**src/rtl/seg_pkg.sv**
```systemverilog
// Shared codes for the 7-segment receive path.
// Active-low segment patterns, select codes and frame FSM states.
package seg_pkg;

  localparam logic [7:0] SEG_NUM0 = 8'hC0;
  localparam logic [7:0] SEG_NUM1 = 8'hF9;
  localparam logic [7:0] SEG_NUM2 = 8'hA4;
  localparam logic [7:0] SEG_NUM3 = 8'hB0;
  localparam logic [7:0] SEG_NUM4 = 8'h99;
  localparam logic [7:0] SEG_NUM5 = 8'h92;
  localparam logic [7:0] SEG_NUM6 = 8'h82;
  localparam logic [7:0] SEG_NUM7 = 8'hF8;
  localparam logic [7:0] SEG_NUM8 = 8'h80;
  localparam logic [7:0] SEG_NUM9 = 8'h90;
  localparam logic [7:0] SEG_NONE = 8'hFF;

  localparam logic [3:0] SEL_D0 = 4'b1110;
  localparam logic [3:0] SEL_D1 = 4'b1101;
  localparam logic [3:0] SEL_D2 = 4'b1011;
  localparam logic [3:0] SEL_D3 = 4'b0111;

  localparam logic [3:0] DIG_BLANK = 4'hF;
  localparam logic [3:0] DIG_ERR   = 4'hE;

  typedef enum logic {
    IDLE,
    COLLECT
  } frame_state_e;

endpackage

```
**src/rtl/seg_code_decode.sv**
```systemverilog
// Combinational 8-bit active-low segment pattern to digit value.
// Unknown patterns return DIG_ERR with err set.
module seg_code_decode
  import seg_pkg::*;
(
  input  logic [7:0] pat,
  output logic       err,
  output logic [3:0] val
);

  // Lookup of the ten digit glyphs plus blank
  always_comb begin
    err = 1'b0;
    val = DIG_ERR;
    case (pat)
      SEG_NUM0: val = 4'd0;
      SEG_NUM1: val = 4'd1;
      SEG_NUM2: val = 4'd2;
      SEG_NUM3: val = 4'd3;
      SEG_NUM4: val = 4'd4;
      SEG_NUM5: val = 4'd5;
      SEG_NUM6: val = 4'd6;
      SEG_NUM7: val = 4'd7;
      SEG_NUM8: val = 4'd8;
      SEG_NUM9: val = 4'd9;
      SEG_NONE: val = DIG_BLANK;
      default:  err = 1'b1;
    endcase
  end

endmodule

```
**src/rtl/seg_decoder.sv**
```systemverilog
// Receive side of a 4-digit multiplexed 7-segment bus: sync, debounce,
// decode and frame assembly. SEG_DP_EN adds a decoded dp[3:0] output.
module seg_decoder
  import seg_pkg::*;
#(
  parameter int STABLE_CYC  = 16,
  parameter int TIMEOUT_CYC = 100_000
) (
  input  logic        sclk,
  input  logic        s_rst_n,
  input  logic [3:0]  sel_in,
  input  logic [7:0]  seg_in,
  output logic [15:0] digits,
  output logic        frame_vld,
  output logic        code_err,
  output logic        sel_err,
`ifdef SEG_DP_EN
  output logic [3:0]  dp,
`endif
  output logic        stale
);

  localparam int SW = $clog2(STABLE_CYC + 1);
  localparam int TW = $clog2(TIMEOUT_CYC + 1);

  logic [3:0]  sel_s1_q, sel_s2_q;
  logic [7:0]  seg_s1_q, seg_s2_q;
  logic [SW-1:0] stab_q, stab_d;
  logic [TW-1:0] to_q, to_d;
  frame_state_e state_q, state_d;
  logic [1:0]  exp_q, exp_d;
  logic [3:0][3:0] sh_q, sh_d;
  logic [15:0] digits_q, digits_d;
  logic        frame_vld_q, frame_vld_d;
  logic        code_err_q, code_err_d;
  logic        sel_err_q, sel_err_d;
  logic        stale_q, stale_d;
  logic [3:0]  dps_q, dps_d;
  logic [3:0]  dp_q, dp_d;

  logic        chg, cap, vcap, to_hit;
  logic        sel_ok;
  logic [1:0]  idx;
  logic [7:0]  dec_pat;
  logic        dec_err;
  logic [3:0]  dec_val;
  logic        dp_bit;

`ifdef SEG_DP_EN
  assign dec_pat = {1'b1, seg_s2_q[6:0]};
`else
  assign dec_pat = seg_s2_q;
`endif
  assign dp_bit = ~seg_s2_q[7];

  seg_code_decode u_dec (
    .pat (dec_pat),
    .err (dec_err),
    .val (dec_val)
  );

  // Two-flop synchronizer on the whole bus
  always_ff @(posedge sclk or negedge s_rst_n) begin
    if (!s_rst_n) begin
      sel_s1_q <= 4'hF;
      sel_s2_q <= 4'hF;
      seg_s1_q <= 8'hFF;
      seg_s2_q <= 8'hFF;
    end else begin
      sel_s1_q <= sel_in;
      sel_s2_q <= sel_s1_q;
      seg_s1_q <= seg_in;
      seg_s2_q <= seg_s1_q;
    end
  end

  // Slot index from the one-hot-low select
  always_comb begin
    sel_ok = 1'b1;
    idx    = 2'd0;
    unique case (1'b1)
      (sel_s2_q == SEL_D0): idx = 2'd0;
      (sel_s2_q == SEL_D1): idx = 2'd1;
      (sel_s2_q == SEL_D2): idx = 2'd2;
      (sel_s2_q == SEL_D3): idx = 2'd3;
      default:              sel_ok = 1'b0;
    endcase
  end

  // Stability and timeout counters, capture strobes
  always_comb begin
    chg = {sel_s1_q, seg_s1_q} != {sel_s2_q, seg_s2_q};
    cap = stab_q == SW'(STABLE_CYC - 1);
    vcap = cap & sel_ok;
    if (chg)
      stab_d = '0;
    else if (stab_q != SW'(STABLE_CYC))
      stab_d = stab_q + SW'(1);
    else
      stab_d = stab_q;
    to_hit = !vcap && (to_q == TW'(TIMEOUT_CYC - 1));
    if (vcap)
      to_d = '0;
    else if (to_q != TW'(TIMEOUT_CYC))
      to_d = to_q + TW'(1);
    else
      to_d = to_q;
  end

  // Frame FSM: next state, shadow writes and output pulses
  always_comb begin
    state_d     = state_q;
    exp_d       = exp_q;
    sh_d        = sh_q;
    dps_d       = dps_q;
    digits_d    = digits_q;
    dp_d        = dp_q;
    frame_vld_d = 1'b0;
    code_err_d  = vcap & dec_err;
    sel_err_d   = cap & ~sel_ok;
    stale_d     = stale_q;
    if (vcap) begin
      unique case (state_q)
        IDLE: begin
          if (idx == 2'd0) begin
            sh_d[0]  = dec_val;
            dps_d[0] = dp_bit;
            exp_d    = 2'd1;
            state_d  = COLLECT;
          end
        end
        COLLECT: begin
          if (idx == exp_q) begin
            sh_d[idx]  = dec_val;
            dps_d[idx] = dp_bit;
            exp_d      = exp_q + 2'd1;
            if (idx == 2'd3) begin
              digits_d    = {dec_val, sh_q[2], sh_q[1], sh_q[0]};
              dp_d        = {dp_bit, dps_q[2:0]};
              frame_vld_d = 1'b1;
              state_d     = IDLE;
            end
          end else if (idx == 2'd0) begin
            sh_d[0]  = dec_val;
            dps_d[0] = dp_bit;
            exp_d    = 2'd1;
          end else begin
            state_d = IDLE;
          end
        end
        default: state_d = IDLE;
      endcase
    end
    if (to_hit) begin
      stale_d = 1'b1;
      state_d = IDLE;
    end
    if (frame_vld_d)
      stale_d = 1'b0;
  end

  // State and output registers
  always_ff @(posedge sclk or negedge s_rst_n) begin
    if (!s_rst_n) begin
      stab_q      <= '0;
      to_q        <= '0;
      state_q     <= IDLE;
      exp_q       <= 2'd0;
      sh_q        <= '0;
      dps_q       <= 4'h0;
      digits_q    <= 16'hFFFF;
      dp_q        <= 4'h0;
      frame_vld_q <= 1'b0;
      code_err_q  <= 1'b0;
      sel_err_q   <= 1'b0;
      stale_q     <= 1'b0;
    end else begin
      stab_q      <= stab_d;
      to_q        <= to_d;
      state_q     <= state_d;
      exp_q       <= exp_d;
      sh_q        <= sh_d;
      dps_q       <= dps_d;
      digits_q    <= digits_d;
      dp_q        <= dp_d;
      frame_vld_q <= frame_vld_d;
      code_err_q  <= code_err_d;
      sel_err_q   <= sel_err_d;
      stale_q     <= stale_d;
    end
  end

  assign digits    = digits_q;
  assign frame_vld = frame_vld_q;
  assign code_err  = code_err_q;
  assign sel_err   = sel_err_q;
  assign stale     = stale_q;
`ifdef SEG_DP_EN
  assign dp        = dp_q;
`else
  logic unused_dp;
  assign unused_dp = ^{dp_q, dp_bit};
`endif

endmodule

```
**config.mk**
```make
export PLATFORM = sky130hd
export DESIGN_NAME = seg_decoder
export DESIGN_NICKNAME = d
export VERILOG_FILES = /design/src/rtl/seg_pkg.sv /design/src/rtl/seg_code_decode.sv /design/src/rtl/seg_decoder.sv
export SDC_FILE = /design/constraint.sdc
export NUM_CORES = 1
export LEC_CHECK = 0
export ABC_AREA = 1
export CAP_MARGIN = 10
export CORE_ASPECT_RATIO = 1.5
export CORE_MARGIN = 3
export CORE_UTILIZATION = 30
export CTS_BUF_LIST = sky130_fd_sc_hd__clkbuf_8 sky130_fd_sc_hd__clkbuf_16
export CTS_CLUSTER_DIAMETER = 50
export DETAILED_ROUTE_END_ITERATION = 12
export MAX_ROUTING_LAYER = met4
export PLACE_DENSITY = 0.54
export SKIP_LAST_GASP = 1
export SYNTH_ARGS = -nofsm -noshare
export SYNTH_HDL_FRONTEND = slang
export SYNTH_SLANG_ARGS = --single-unit
```
**constraint.sdc**
```tcl
create_clock -name sclk -period 2.15 [get_ports sclk]
set_clock_uncertainty 0.1 [all_clocks]
set_input_delay 0.43 -clock sclk [delete_from_list [all_inputs] [get_ports sclk]]
set_output_delay 0.43 -clock sclk [all_outputs]
set_load 0.005 [all_outputs]
```
Yosys cells after proc, flatten, opt, wreduce, memory -nomap -nowiden
Index checks and enable logic that the tools add are counted.

word-level totals
  register bits = 85
  input bits = 14
  output and inout port bits = 20
  logic and storage cells = 90

operators by class
  add/sub/neg operators = 3
  $lt $le $gt $ge = 2
  eq/ne operators = 22
  mux-type cells = 29
  bitwise logic cells = 5
  reductions and logical operators = 12

operator list
  operator               number
  $eq 8x8->1 const B     11
  $pmux 4 s11            1
  $mux 17                2
  $add 17x1->17 const B  1
  $eq 17x17->1 const B   1
  $ne 17x17->1 const B   1
  $bwmux 16              1
  $mux 1                 13
  $eq 4x4->1 const B     3
  $mux 4                 3
  $ne 12x12->1           1
  $reduce_or 11->1       1
  $mux 5                 2
  $demux 4 s2            1
  $pmux 4 s2             1
  $reduce_bool 2->1      4
  $pmux 2 s3             1
  $add 5x1->5 const B    1
  $eq 5x4->1 const B     1
  $ne 5x5->1 const B     1
  $eq 4x3->1 const B     1
  $mux 2                 2
  $pmux 2 s2             1
  $reduce_and 4->1       1
  13 further kinds       17

Logic depth before layout (Yosys ltp)
Gate-level depths: netlist (run 1).

  depth in word-level cells = 9
  gate-level depth with buffers = 12
  depth with buffers taken out = 12

Cells and area by module
From an unflattened synthesis (run 1), not the netlist that was laid out.

second synthesis, totals
  cell total of the unflattened synthesis = 443
  area total of the unflattened synthesis = 3911.3 um^2

by module, submodules not included
  module           instances  cells an instance  area each (um^2)  seq. area each (um^2)
  seg_decoder      1          380                3574.7            2077.0
  seg_code_decode  1          63                 336.6             0.0

Worst setup path before layout (run 1)
OpenSTA, ideal clock, no wires.

  path type = reg2reg
  from = reg stab_q[0]
  to = reg to_q[15]
  setup time = 80 ps
  data arrival time = 1595 ps
  required time = 1970 ps
  path slack = 375 ps
  cell stages (with the launch flop) = 9
  path buffers = 2
  period minus slack after synthesis = 1775 ps
  cell sequence = dfrtp_1 > ha_1 > and3_1 > ha_1 > nand2_4 > inv_4 > buf_6 > buf_6 > nor3_2

on the way
  word-level cells in the longest chain between the ends = 3
  elaborated cells on any way between the ends = 4
  classes of those cells = eq/ne (1); mux (1); bitwise (1); reduce/logical (1)

ends and longest elaborated chain
  item                                          RTL line            source
  start: declaration                            seg_decoder.sv:28   logic [SW-1:0] stab_q, stab_d;
  start signal: assignment                      seg_decoder.sv:178  stab_q <= stab_d;
  $eq 5x4->1 (*)                                seg_decoder.sv:93   cap = stab_q == SW'(STABLE_CYC - 1);
  $and 1x1->1 (*)                               seg_decoder.sv:94   vcap = cap & sel_ok;
  $mux 17 or $reduce_bool 2->1 (tied branches)  --
  end signal: assignment                        seg_decoder.sv:179  to_q <= to_d;
  end: declaration                              seg_decoder.sv:29   logic [TW-1:0] to_q, to_d;

Every way passes the cells marked *; elsewhere a longest branch is shown, timed or not.
A chain may end at the register's enable or synchronous reset.

Final worst setup path (run 1)
  from = reg stab_q[0]
  to = reg sh_q[3] (netlist bit)

on the way
  word-level cells in the longest chain between the ends = 2

ends and longest elaborated chain
  item                    RTL line            source
  $eq 5x4->1              seg_decoder.sv:93
  $and 1x1->1             seg_decoder.sv:94
  end signal: assignment  seg_decoder.sv:169  sh_q <= '0;
  end signal: assignment  seg_decoder.sv:182  sh_q <= sh_d;
  end: declaration        seg_decoder.sv:32   logic [3:0][3:0] sh_q, sh_d;

No other way between the ends.

==> run_summary.xml, run 1 <==
<?xml version="1.0" encoding="UTF-8"?>
<metrics>
  <group name="run_status">
    <metric name="run_status" unit="">complete, no violations</metric>
  </group>
  <group name="power">
    <metric name="power.sequential.fraction" unit="">0.488</metric>
    <metric name="switching_pwr" unit="mW">0.716</metric>
    <metric name="cellInternalPower" unit="mW">2.55</metric>
    <metric name="comb_power_share" unit="">0.043</metric>
    <metric name="power-per-cell-area" unit="nW/um^2">689</metric>
    <metric name="power.share.switching" unit="">0.219</metric>
    <metric name="share_clk_of_total_power" unit="">0.469</metric>
    <metric name="vdd_ir_drop_max" unit="uV">521</metric>
    <metric name="p_leak" unit="nW">2.28</metric>
    <metric name="design_power_total" unit="mW">3.26</metric>
  </group>
  <group name="timing">
    <metric name="min_period_over_period" unit="">0.898</metric>
    <metric name="timing.final.hold_violations" unit="">0</metric>
    <metric name="achievable-frequency" unit="MHz">518</metric>
    <metric name="final.setup.tns" unit="ps">0</metric>
    <metric name="max_slew.worst_pin.slew" unit="ps">412</metric>
    <metric name="slew_headroom" unit="">0.723</metric>
    <metric name="grt_setup_unrepaired" unit="">no</metric>
    <metric name="setup_viol" unit="">0</metric>
    <metric name="period_minus_slack" unit="ps">1930</metric>
    <metric name="slew_viol_final" unit="">0</metric>
  </group>
  <group name="synth">
    <metric name="async_reset_ff_frac" unit="">1.00</metric>
    <metric name="ys.flop_type" unit="">dfrtp_1</metric>
    <metric name="synth_area_leader_cell" unit="">dfstp_2</metric>
    <metric name="post_syn_instances" unit="">455</metric>
    <metric name="yosys.cell_types.count" unit="">33</metric>
    <metric name="biggest_area_contributors_in_the_synthesized_netlist" unit="">dfstp_2, dfrtp_1, nand2_1, nor2_1, inv_1</metric>
    <metric name="post-synth-top-area-fraction" unit="">0.269</metric>
    <metric name="synth_seq_cells" unit="">81</metric>
    <metric name="syn-mean-instance-area" unit="um^2">8.59</metric>
    <metric name="total_nets_after_synthesis" unit="">474</metric>
    <metric name="register_area_share_after_synthesis" unit="">0.531</metric>
    <metric name="ys_warn_count" unit="">0</metric>
    <metric name="synth_edf_count" unit="">0</metric>
    <metric name="mappedNetlistArea" unit="um^2">3910</metric>
  </group>
  <group name="clock_network">
    <metric name="cts.sink_count" unit="">81</metric>
    <metric name="buffers_inserted_during_post_cts_setup_optimization" unit="">0</metric>
    <metric name="insertion_delay_of_the_later_clocked_pin_in_the_worst_skew_pair" unit="ps">340</metric>
    <metric name="h_tree_lvls" unit="">3</metric>
    <metric name="path_clk_slew" unit="ps">60</metric>
    <metric name="numCtsBuffers" unit="">9</metric>
    <metric name="tritoncts" unit="">built</metric>
    <metric name="ctsRootBufferMaster" unit="">clkbuf_16</metric>
    <metric name="max-clock-path-buffers" unit="">2</metric>
  </group>
  <group name="worst_hold_path">
    <metric name="hold_class" unit="">reg2reg</metric>
    <metric name="hold-path-cell-count" unit="">0</metric>
  </group>
  <group name="critical_path">
    <metric name="crit_path_cell_trace" unit="">ha_1, and3_1, ha_1, nand2_4, inv_4, nand2_1, inv_1, nand2_1, nand2_1</metric>
    <metric name="worst-endpoint-required" unit="ps">2320</metric>
    <metric name="cp_common_cell" unit="">nand2_1</metric>
    <metric name="worst_ep_arrival" unit="ps">2100</metric>
    <metric name="rrSetupSlack" unit="ps">220</metric>
    <metric name="worstRegToRegCells" unit="">9</metric>
    <metric name="critical_path_depth" unit="">9</metric>
    <metric name="start_to_end_type_of_the_worst_setup_path" unit="">reg2reg</metric>
    <metric name="crit_path_max_incr_delay" unit="ps">400</metric>
    <metric name="crit_path_max_fo" unit="">21</metric>
    <metric name="critPathSlowestCell" unit="">dfrtp_1</metric>
    <metric name="critical_path.top_delay_family" unit="">simple AND/OR/NAND/NOR gates</metric>
    <metric name="endpoint_kind" unit="">flip-flop</metric>
    <metric name="crit_buf_inv" unit="">2</metric>
    <metric name="crit_path_start_kind" unit="">flip-flop</metric>
  </group>
  <group name="final_layout">
    <metric name="mostFrequentLayoutCell" unit="">nand2_1</metric>
    <metric name="fraction_of_layout_cells_with_a_size_suffix_above_1" unit="">0.165</metric>
    <metric name="area_growth" unit="%">21.2</metric>
    <metric name="antenna_cells" unit="">0</metric>
    <metric name="layout.cells.most_common_list" unit="">nand2_1, nor2_1, inv_1</metric>
    <metric name="layout.nets" unit="">518</metric>
  </group>
  <group name="floorplanning">
    <metric name="dieWidth" unit="um">99.2</metric>
    <metric name="initial_core_util" unit="">0.309</metric>
    <metric name="chipHeight" unit="um">146</metric>
    <metric name="coreArea" unit="um^2">12600</metric>
    <metric name="rows" unit="">50</metric>
    <metric name="boundary_pin_count" unit="">34</metric>
    <metric name="die-area" unit="um^2">14500</metric>
  </group>
  <group name="flow_run">
    <metric name="drv_cap" unit="">0</metric>
  </group>
  <group name="grt">
    <metric name="vias_in_the_first_global_route" unit="">2984</metric>
    <metric name="grt_remaining_overflow" unit="">0</metric>
    <metric name="antenna_found_initial" unit="">0</metric>
    <metric name="grt_start_max_net_pins" unit="">51</metric>
    <metric name="grt_first_pass_wirelength" unit="mm">13.9</metric>
    <metric name="track_usage" unit="">0.123</metric>
  </group>
  <group name="route">
    <metric name="total_routed_length" unit="mm">7.91</metric>
    <metric name="routed_wire_length_per_instance" unit="um">12.0</metric>
    <metric name="ant_nets" unit="">0</metric>
    <metric name="drt-vias-per-instance" unit="">4.49</metric>
    <metric name="drt-initial-drc-count" unit="">141</metric>
    <metric name="dr.pass1.iters" unit="">5</metric>
    <metric name="drc" unit="">0</metric>
    <metric name="num_vias" unit="">2962</metric>
  </group>
  <group name="placement">
    <metric name="globalplace.congestion" unit="">0.845</metric>
    <metric name="numPortBuffers" unit="">33</metric>
    <metric name="dp_hpwl" unit="mm">5.82</metric>
  </group>
</metrics>
==> synthesized netlist by cell type, types with 6 or more instances <==
master,instances
dfstp_2,40
nor3_1,12
a21oi_1,11
nor2_1,54
xor2_1,14
dfrtp_1,41
o21ai_0,12
nand2_1,141
nand2_2,6
inv_1,49
nand3_1,17
nand4_1,19
==> per-stage QoR <==
step | hold slack (ps) | instance area, um^2 | cells | setup WS (ps) | util
floorplan | 34.4 | 3910 | 455 | 375 | -
global placement | 263 | 4430 | 643 | 285 | 0.350
detailed placement | 264 | 4430 | 643 | 216 | 0.350
CTS | 272 | 4740 | 660 | 200 | 0.375
global route | 278 | 4740 | 660 | 50.8 | 0.375
finish | 271 | 4740 | 660 | 220 | 0.375
==> sequential cells by signal, summed over array words and instances (netlist names) <==
| signal | cells |
|---|---|
| code_err | 1 |
| dec_pat | 8 |
| digits | 16 |
| exp_q | 2 |
| frame_vld | 1 |
| seg_s1_q | 8 |
| sel_err | 1 |
| sel_s1_q | 4 |
| sel_s2_q | 4 |
| sh_q | 12 |
| stab_q | 5 |
| stale | 1 |
| state_q | 1 |
| to_q | 17 |
==> cell families (layout without fill, tap and decap cells) <==
| group | Yosys count | after routing | synth area share |
|---|---|---|---|
| AOI/OAI and AO/OA | 26 | 26 | 0.0387 |
| xor gates and xnor gates | 19 | 19 | 0.0426 |
| adders and majority gates | 5 | 5 | 0.0160 |
| buffers and inverters | 58 | 107 | 0.0643 |
| DFF | 81 | 81 | 0.531 |
| and+or+nand+nor | 266 | 266 | 0.307 |
==> area by class of cell <==
type | count | area, um^2
flip-flops and latches | 81 | 2080
repair buffers | 39 | 388
clock buffers | 10 | 239
fillers | 1287 | 7900
inverters | 52 | 198
well taps | 156 | 195
clock inverters | 6 | 58.8
multi-input cells | 316 | 1580
==> worst paths after layout <==
check                                              to             startpoint
worst min-delay path             dec_pat[4]$_DFF_PN1_  seg_s1_q[4]$_DFF_PN1_
worst min register to register   dec_pat[4]$_DFF_PN1_  seg_s1_q[4]$_DFF_PN1_
max in group asynchronous       sel_s2_q[0]$_DFF_PN1_                s_rst_n
worst max-delay path              sh_q[3]$_DFFE_PN0P_  stab_q[0]$_DFFE_PN0P_
worst max register to register    sh_q[3]$_DFFE_PN0P_  stab_q[0]$_DFFE_PN0P_
min in group asynchronous         sh_q[0]$_DFFE_PN0P_                s_rst_n
==> routing by layer <==
layer | vias to the layer above | share of wire | track usage
met5 | - | 0 | -
met4 | 0 | 0.021 | 0.0547
met3 | 16 | 0.037 | 0.0249
met2 | 55 | 0.52 | 0.211
met1 | 1364 | 0.42 | 0.136
li1 | 1527 | - | -
==> power groups by stage <==
| stage | combinational (mW) | sequential, mW | clock [mW] |
|---|---|---|---|
| after floorplan | 0.0715 | 1.61 | 0 |
| after global placement | 0.142 | 1.62 | 0 |
| after detailed placement | 0.145 | 1.62 | 0 |
| after CTS | 0.147 | 1.59 | 1.58 |
| after global routing | 0.164 | 1.60 | 1.64 |
| final | 0.142 | 1.59 | 1.53 |
==> what timing repair did <==
| action | CTS | global route |
|---|---|---|
| resized for setup | 0 | 0 |
| hold buffers | 1 | 0 |
| endpoints found under the hold margin | 13 | 0 |
No activity file was read; power rests on OpenSTA's default activity.
==> run 2: changes to the inputs <==
- CELL_PAD_IN_SITES_DETAIL_PLACEMENT: unset -> 0
- CELL_PAD_IN_SITES_GLOBAL_PLACEMENT: unset -> 1
- PLACE_DENSITY: 0.54 -> 0.65
==> run 2 against run 1 <==
  * Setup slack improved by 1.1 ps
  * Flip-flop and latch count unchanged
  * Sequential share of layout area about the same
  * Critical path depth unchanged
  * Worst hold slack got worse by 2.4 ps
  * Sequential power about the same
  * Via count decreased by 0.84%
  * Register-to-register slack about the same
  * Cell area decreased by 0.11%
==> run_summary.xml, run 2 (same netlist as run 1, synthesis figures left out) <==
<?xml version="1.0" encoding="UTF-8"?>
<metrics>
  <group name="power">
    <metric name="power.share.switching" unit="">0.216</metric>
    <metric name="power-per-cell-area" unit="nW/um^2">685</metric>
    <metric name="power.sequential.fraction" unit="">0.491</metric>
    <metric name="p_leak" unit="nW">2.28</metric>
    <metric name="cellInternalPower" unit="mW">2.54</metric>
    <metric name="comb_power_share" unit="">0.044</metric>
    <metric name="share_clk_of_total_power" unit="">0.465</metric>
    <metric name="vdd_ir_drop_max" unit="uV">362</metric>
    <metric name="switching_pwr" unit="mW">0.699</metric>
  </group>
  <group name="timing">
    <metric name="max_slew.worst_pin.slew" unit="ps">411</metric>
    <metric name="period_minus_slack" unit="ps">1930</metric>
    <metric name="timing.final.hold_violations" unit="">0</metric>
    <metric name="final.setup.tns" unit="ps">0</metric>
    <metric name="grt_setup_unrepaired" unit="">no</metric>
    <metric name="slew_headroom" unit="">0.725</metric>
    <metric name="setup_viol" unit="">0</metric>
    <metric name="min_period_over_period" unit="">0.897</metric>
    <metric name="slew_viol_final" unit="">0</metric>
    <metric name="achievable-frequency" unit="MHz">518</metric>
    <metric name="finalWorstSetupSlack" unit="ps">221</metric>
  </group>
  <group name="final_layout">
    <metric name="filler_cell_count" unit="">1274</metric>
    <metric name="antenna_cells" unit="">0</metric>
    <metric name="largest_register_ffs" unit="">17</metric>
    <metric name="mostFrequentLayoutCell" unit="">nand2_1</metric>
    <metric name="fraction_of_layout_cells_with_a_size_suffix_above_1" unit="">0.161</metric>
    <metric name="seqCellArea" unit="um^2">2080</metric>
    <metric name="area_growth" unit="%">21.0</metric>
    <metric name="layout.cells.most_common_list" unit="">nand2_1, nor2_1, inv_1</metric>
    <metric name="largest_register_by_flop_count" unit="">to_q</metric>
    <metric name="multi_input_comb_area" unit="um^2">1580</metric>
    <metric name="layout.nets" unit="">518</metric>
  </group>
  <group name="route">
    <metric name="num_vias" unit="">2937</metric>
    <metric name="routed_wire_length_per_instance" unit="um">12.3</metric>
    <metric name="drt-initial-drc-count" unit="">118</metric>
    <metric name="total_routed_length" unit="mm">8.10</metric>
    <metric name="ant_nets" unit="">0</metric>
    <metric name="drc" unit="">0</metric>
    <metric name="drt-vias-per-instance" unit="">4.45</metric>
    <metric name="dr.pass1.iters" unit="">5</metric>
  </group>
  <group name="critical_path">
    <metric name="crit-reg2reg-launch" unit="">stab_q[0]$_DFFE_PN0P_</metric>
    <metric name="start_to_end_type_of_the_worst_setup_path" unit="">reg2reg</metric>
    <metric name="worstSetupStartpoint" unit="">stab_q[0]$_DFFE_PN0P_</metric>
    <metric name="endpoint" unit="">sh_q[3]$_DFFE_PN0P_</metric>
    <metric name="endpoint_kind" unit="">flip-flop</metric>
    <metric name="worstRegToRegCells" unit="">9</metric>
    <metric name="crit_path_start_kind" unit="">flip-flop</metric>
    <metric name="worst_ep_arrival" unit="ps">2100</metric>
    <metric name="worst-endpoint-required" unit="ps">2320</metric>
    <metric name="worst_r2r_endpoint" unit="">sh_q[3]$_DFFE_PN0P_</metric>
    <metric name="rrSetupSlack" unit="ps">220</metric>
    <metric name="crit_path_max_fo" unit="">21</metric>
  </group>
  <group name="floorplanning">
    <metric name="chipHeight" unit="um">146</metric>
    <metric name="dieWidth" unit="um">99.2</metric>
    <metric name="initial_core_util" unit="">0.309</metric>
    <metric name="coreArea" unit="um^2">12600</metric>
    <metric name="die-area" unit="um^2">14500</metric>
    <metric name="rows" unit="">50</metric>
    <metric name="boundary_pin_count" unit="">34</metric>
  </group>
  <group name="clock_network">
    <metric name="h_tree_lvls" unit="">3</metric>
    <metric name="max-clock-path-buffers" unit="">2</metric>
    <metric name="numCtsBuffers" unit="">9</metric>
    <metric name="path_clk_slew" unit="ps">60</metric>
    <metric name="insertion_delay_of_the_later_clocked_pin_in_the_worst_skew_pair" unit="ps">340</metric>
    <metric name="cts.sink_count" unit="">81</metric>
    <metric name="postCtsResizedCells" unit="">0</metric>
    <metric name="buffers_inserted_during_post_cts_setup_optimization" unit="">0</metric>
    <metric name="ctsRootBufferMaster" unit="">clkbuf_16</metric>
    <metric name="tritoncts" unit="">built</metric>
    <metric name="cts-hold-fix-buffers" unit="">1</metric>
  </group>
  <group name="grt">
    <metric name="grt_remaining_overflow" unit="">0</metric>
    <metric name="grt_start_max_net_pins" unit="">58</metric>
    <metric name="top_usage_layer" unit="">met2</metric>
    <metric name="groute.layer.met3.usage" unit="">0.0201</metric>
    <metric name="antenna_found_initial" unit="">0</metric>
    <metric name="global_route.usage.met1" unit="">0.144</metric>
    <metric name="grt_first_pass_wirelength" unit="mm">14.3</metric>
    <metric name="gr_util_met2" unit="">0.216</metric>
    <metric name="vias_in_the_first_global_route" unit="">3023</metric>
    <metric name="track_usage" unit="">0.127</metric>
  </group>
  <group name="worst_hold_path">
    <metric name="hold_class" unit="">reg2reg</metric>
  </group>
  <group name="placement">
    <metric name="numPortBuffers" unit="">33</metric>
    <metric name="globalplace.congestion" unit="">0.772</metric>
    <metric name="place_ws" unit="ps">218</metric>
    <metric name="dp_hpwl" unit="mm">6.02</metric>
  </group>
  <group name="flow_run">
    <metric name="drv_cap" unit="">0</metric>
  </group>
  <group name="run_status">
    <metric name="run_status" unit="">complete, no violations</metric>
  </group>
</metrics>
run 2: cell types whose count changed in the layout (fill, tap and decap cells not counted), sizes merged:
cell,before,now
inv,53,55
clkinvlp,2,1
clkinv,2,1
run 2: worst min-delay path by stage:
stage / slack (ps) / to / cells after the start / from
final: 270 / dec_pat[3]$_DFF_PN1_ / 0 / seg_s1_q[3]$_DFF_PN1_
after global routing: 280 / dec_pat[6]$_DFF_PN1_ / 0 / seg_s1_q[6]$_DFF_PN1_
after CTS: 270 / dec_pat[3]$_DFF_PN1_ / 0 / seg_s1_q[3]$_DFF_PN1_
after detailed placement: 260 / dec_pat[3]$_DFF_PN1_ / 0 / seg_s1_q[3]$_DFF_PN1_
after global placement: 260 / dec_pat[2]$_DFF_PN1_ / 0 / seg_s1_q[2]$_DFF_PN1_
after floorplan: 30 / code_err$_DFF_PN0_ / 0 / s_rst_n
run 2: area by class of cell:
class                   instances  share of cell area
multi-input cells             316               0.334
clock buffers                  10              0.0505
clock inverters                 6              0.0114
flip-flops and latches         81               0.439
inverters                      52              0.0418
well taps                     156              0.0413
repair buffers                 39              0.0820
run 2: power groups by stage:
stage | clock network [mW] | logic (mW) | registers [mW]
after detailed placement | 0 | 0.147 | 1.62
after global routing | 1.62 | 0.163 | 1.60
final | 1.51 | 0.143 | 1.59
after CTS | 1.56 | 0.148 | 1.59
after global placement | 0 | 0.145 | 1.62
after floorplan | 0 | 0.0715 | 1.61
run 2: critical path, cell delays in order (launching register included):
cell and delay, ps:
dfrtp_1 400, ha_1 200, and3_1 160, ha_1 270, nand2_4 80, inv_4 190, nand2_1 180, inv_1 140
nand2_1 70, nand2_1 80
run 2: metrics by stage:
| stage | instance area, um^2 | hold WS, ps | instances | total power [mW] | util |
|---|---|---|---|---|---|
| finish | 4730 | 269 | 660 | 3.24 | 0.374 |
| CTS | 4730 | 271 | 660 | 3.30 | 0.374 |
| global route | 4730 | 275 | 660 | 3.37 | 0.374 |
| global placement | 4430 | 263 | 643 | 1.76 | 0.350 |
| detailed placement | 4430 | 262 | 643 | 1.76 | 0.350 |
| floorplan | 3910 | 34.4 | 455 | 1.68 | - |
run 2: metal layers:
layer  part of all wire  up-vias  routed length [um]
met1               0.42     1361                3420
li1                   -     1530                   -
met3              0.024       12                 193
met5                  0        -                   0
met2               0.53       34                4290
met4              0.024        0                 194
==> run 3: changes to the inputs <==
- clock period: 2.15 -> 2.2 ns (I/O delays scaled with it)
==> run 3 against run 2 <==
  * Maximum frequency up 0.46%
  * Setup slack better by 59 ps
  * Final cell count unchanged
  * Total power up 2.3%
  * Clock-buffer cell count unchanged
  * Cell area up 0.61%
==> run_summary.xml, run 3 (same netlist as run 1, synthesis figures left out) <==
<?xml version="1.0" encoding="UTF-8"?>
<metrics>
  <group name="clock_network">
    <metric name="cts.sink_count" unit="">81</metric>
    <metric name="buffers_inserted_during_post_cts_setup_optimization" unit="">0</metric>
    <metric name="h_tree_lvls" unit="">3</metric>
    <metric name="numCtsBuffers" unit="">9</metric>
    <metric name="tritoncts" unit="">built</metric>
    <metric name="ctsRootBufferMaster" unit="">clkbuf_16</metric>
    <metric name="max-clock-path-buffers" unit="">2</metric>
    <metric name="insertion_delay_of_the_later_clocked_pin_in_the_worst_skew_pair" unit="ps">340</metric>
    <metric name="path_clk_slew" unit="ps">60</metric>
  </group>
  <group name="critical_path">
    <metric name="start_to_end_type_of_the_worst_setup_path" unit="">reg2reg</metric>
    <metric name="crit_path_start_kind" unit="">flip-flop</metric>
    <metric name="worstRegToRegCells" unit="">9</metric>
    <metric name="crit_path_max_fo" unit="">21</metric>
    <metric name="worst_ep_arrival" unit="ps">2100</metric>
    <metric name="worst-endpoint-required" unit="ps">2380</metric>
    <metric name="endpoint_kind" unit="">flip-flop</metric>
  </group>
  <group name="floorplanning">
    <metric name="coreArea" unit="um^2">12600</metric>
    <metric name="dieWidth" unit="um">99.2</metric>
    <metric name="initial_core_util" unit="">0.309</metric>
    <metric name="boundary_pin_count" unit="">34</metric>
    <metric name="die-area" unit="um^2">14500</metric>
    <metric name="chipHeight" unit="um">146</metric>
    <metric name="rows" unit="">50</metric>
  </group>
  <group name="power">
    <metric name="vdd_ir_drop_max" unit="uV">337</metric>
    <metric name="p_leak" unit="nW">2.29</metric>
    <metric name="power-per-cell-area" unit="nW/um^2">696</metric>
  </group>
  <group name="timing">
    <metric name="achievable-frequency" unit="MHz">521</metric>
    <metric name="setup_viol" unit="">0</metric>
    <metric name="slew_viol_final" unit="">0</metric>
    <metric name="hold_ws" unit="ps">266</metric>
    <metric name="period_minus_slack" unit="ps">1920</metric>
    <metric name="slew_headroom" unit="">0.730</metric>
    <metric name="finalWorstSetupSlack" unit="ps">280</metric>
    <metric name="timing.final.hold_violations" unit="">0</metric>
    <metric name="final.setup.tns" unit="ps">0</metric>
    <metric name="max_slew.worst_pin.slew" unit="ps">403</metric>
    <metric name="min_period_over_period" unit="">0.873</metric>
    <metric name="grt_setup_unrepaired" unit="">no</metric>
  </group>
  <group name="final_layout">
    <metric name="mostFrequentLayoutCell" unit="">nand2_1</metric>
    <metric name="largest_register_by_flop_count" unit="">to_q</metric>
    <metric name="layoutNonFillerInstCount" unit="">660</metric>
    <metric name="antenna_cells" unit="">0</metric>
    <metric name="multi_input_comb_area" unit="um^2">1580</metric>
    <metric name="fraction_of_layout_cells_with_a_size_suffix_above_1" unit="">0.165</metric>
    <metric name="layout.nets" unit="">518</metric>
    <metric name="largest_register_ffs" unit="">17</metric>
    <metric name="layout.cells.most_common_list" unit="">nand2_1, nor2_1, inv_1</metric>
    <metric name="filler_cell_count" unit="">1302</metric>
    <metric name="area_growth" unit="%">21.8</metric>
    <metric name="seqCellArea" unit="um^2">2080</metric>
  </group>
  <group name="placement">
    <metric name="numPortBuffers" unit="">33</metric>
    <metric name="place_ws" unit="ps">272</metric>
    <metric name="dpl.cell_count" unit="">643</metric>
    <metric name="globalplace.congestion" unit="">0.773</metric>
    <metric name="dp_hpwl" unit="mm">6.03</metric>
  </group>
  <group name="route">
    <metric name="drt-vias-per-instance" unit="">4.52</metric>
    <metric name="total_routed_length" unit="mm">8.27</metric>
    <metric name="ant_nets" unit="">0</metric>
    <metric name="num_vias" unit="">2981</metric>
    <metric name="drc" unit="">0</metric>
    <metric name="dr.pass1.iters" unit="">4</metric>
    <metric name="routed_wire_length_per_instance" unit="um">12.5</metric>
    <metric name="drt-initial-drc-count" unit="">86</metric>
  </group>
  <group name="grt">
    <metric name="grt_first_pass_wirelength" unit="mm">14.3</metric>
    <metric name="vias_in_the_first_global_route" unit="">2949</metric>
    <metric name="grt_remaining_overflow" unit="">0</metric>
    <metric name="antenna_found_initial" unit="">0</metric>
    <metric name="track_usage" unit="">0.128</metric>
    <metric name="grt_start_max_net_pins" unit="">58</metric>
  </group>
  <group name="run_status">
    <metric name="run_status" unit="">complete, no violations</metric>
  </group>
  <group name="worst_hold_path">
    <metric name="hold_class" unit="">reg2reg</metric>
    <metric name="hold-path-cell-count" unit="">0</metric>
  </group>
  <group name="flow_run">
    <metric name="drv_cap" unit="">0</metric>
  </group>
</metrics>
run 3: changes by cell type in the layout (fill, tap and decap cells not counted):
cell | before | now
bufinv_16 | 1 | 2
clkinv_2 | 1 | 2
clkinv_4 | 0 | 1
clkinvlp_4 | 1 | 0
inv_1 | 52 | 50
run 3: area by class of cell:
class	instances	share of cell area
Clock buffer	10	0.0502
Clock inverter	6	0.0174
Inverter	52	0.0415
Multi-Input combinational cell	316	0.332
Sequential cell	81	0.436
Tap cell	156	0.0410
Timing Repair Buffer	39	0.0815
run 3: per-layer routing:
metal | vias to the layer above | track usage | share of wire
met5 | - | - | 0
met4 | 0 | 0.0554 | 0.021
met3 | 11 | 0.0302 | 0.031
met2 | 44 | 0.213 | 0.53
met1 | 1391 | 0.145 | 0.42
li1 | 1535 | - | -
run 3: worst max-delay path: stages, from the launching register on:
cell and delay, ps:
dfrtp_1 400, ha_1 200, and3_1 160, ha_1 270
nand2_4 80, inv_4 190, nand2_1 180, inv_1 140
nand2_1 70, nand2_1 60
run 3: per-stage QoR:
step	area, um^2	total power [mW]	util
2_1_floorplan	3910	1.65	-
3_3_place_gp	4430	1.72	0.350
3_5_place_dp	4430	1.72	0.350
4_1_cts	4760	3.38	0.377
5_1_grt	4760	3.46	0.377
6_report	4760	3.31	0.377
run 3: repair_timing:
item                                    CTS  global route
hold endpoints to repair                 14             0
hold buffers                              1             0
gates resized for setup                   0             0
endpoints found under the setup margin    0             0
run 3: report_power, final:
part	internal, mW	switching [mW]	leakage (nW)	total (mW)
combinational	0.0555	0.0836	1.15	0.139
clock	1.02	0.601	0.164	1.62
sequential	1.53	0.0232	0.976	1.56
total	2.61	0.707	2.29	3.31
run 3: path summary, 6_finish.rpt:
path | startpoint | endpoint | slack [ps]
worst min register to register | sel_s1_q[1]$_DFF_PN1_ | sel_s2_q[1]$_DFF_PN1_ | 270
max in group asynchronous | s_rst_n | digits[15]$_DFFE_PN1P_ | 890
worst max register to register | stab_q[0]$_DFFE_PN0P_ | sh_q[2]$_DFFE_PN0P_ | 280
worst max-delay path | stab_q[0]$_DFFE_PN0P_ | sh_q[2]$_DFFE_PN0P_ | 280
worst min-delay path | sel_s1_q[1]$_DFF_PN1_ | sel_s2_q[1]$_DFF_PN1_ | 270
min in group asynchronous | s_rst_n | to_q[2]$_DFFE_PN0P_ | 440
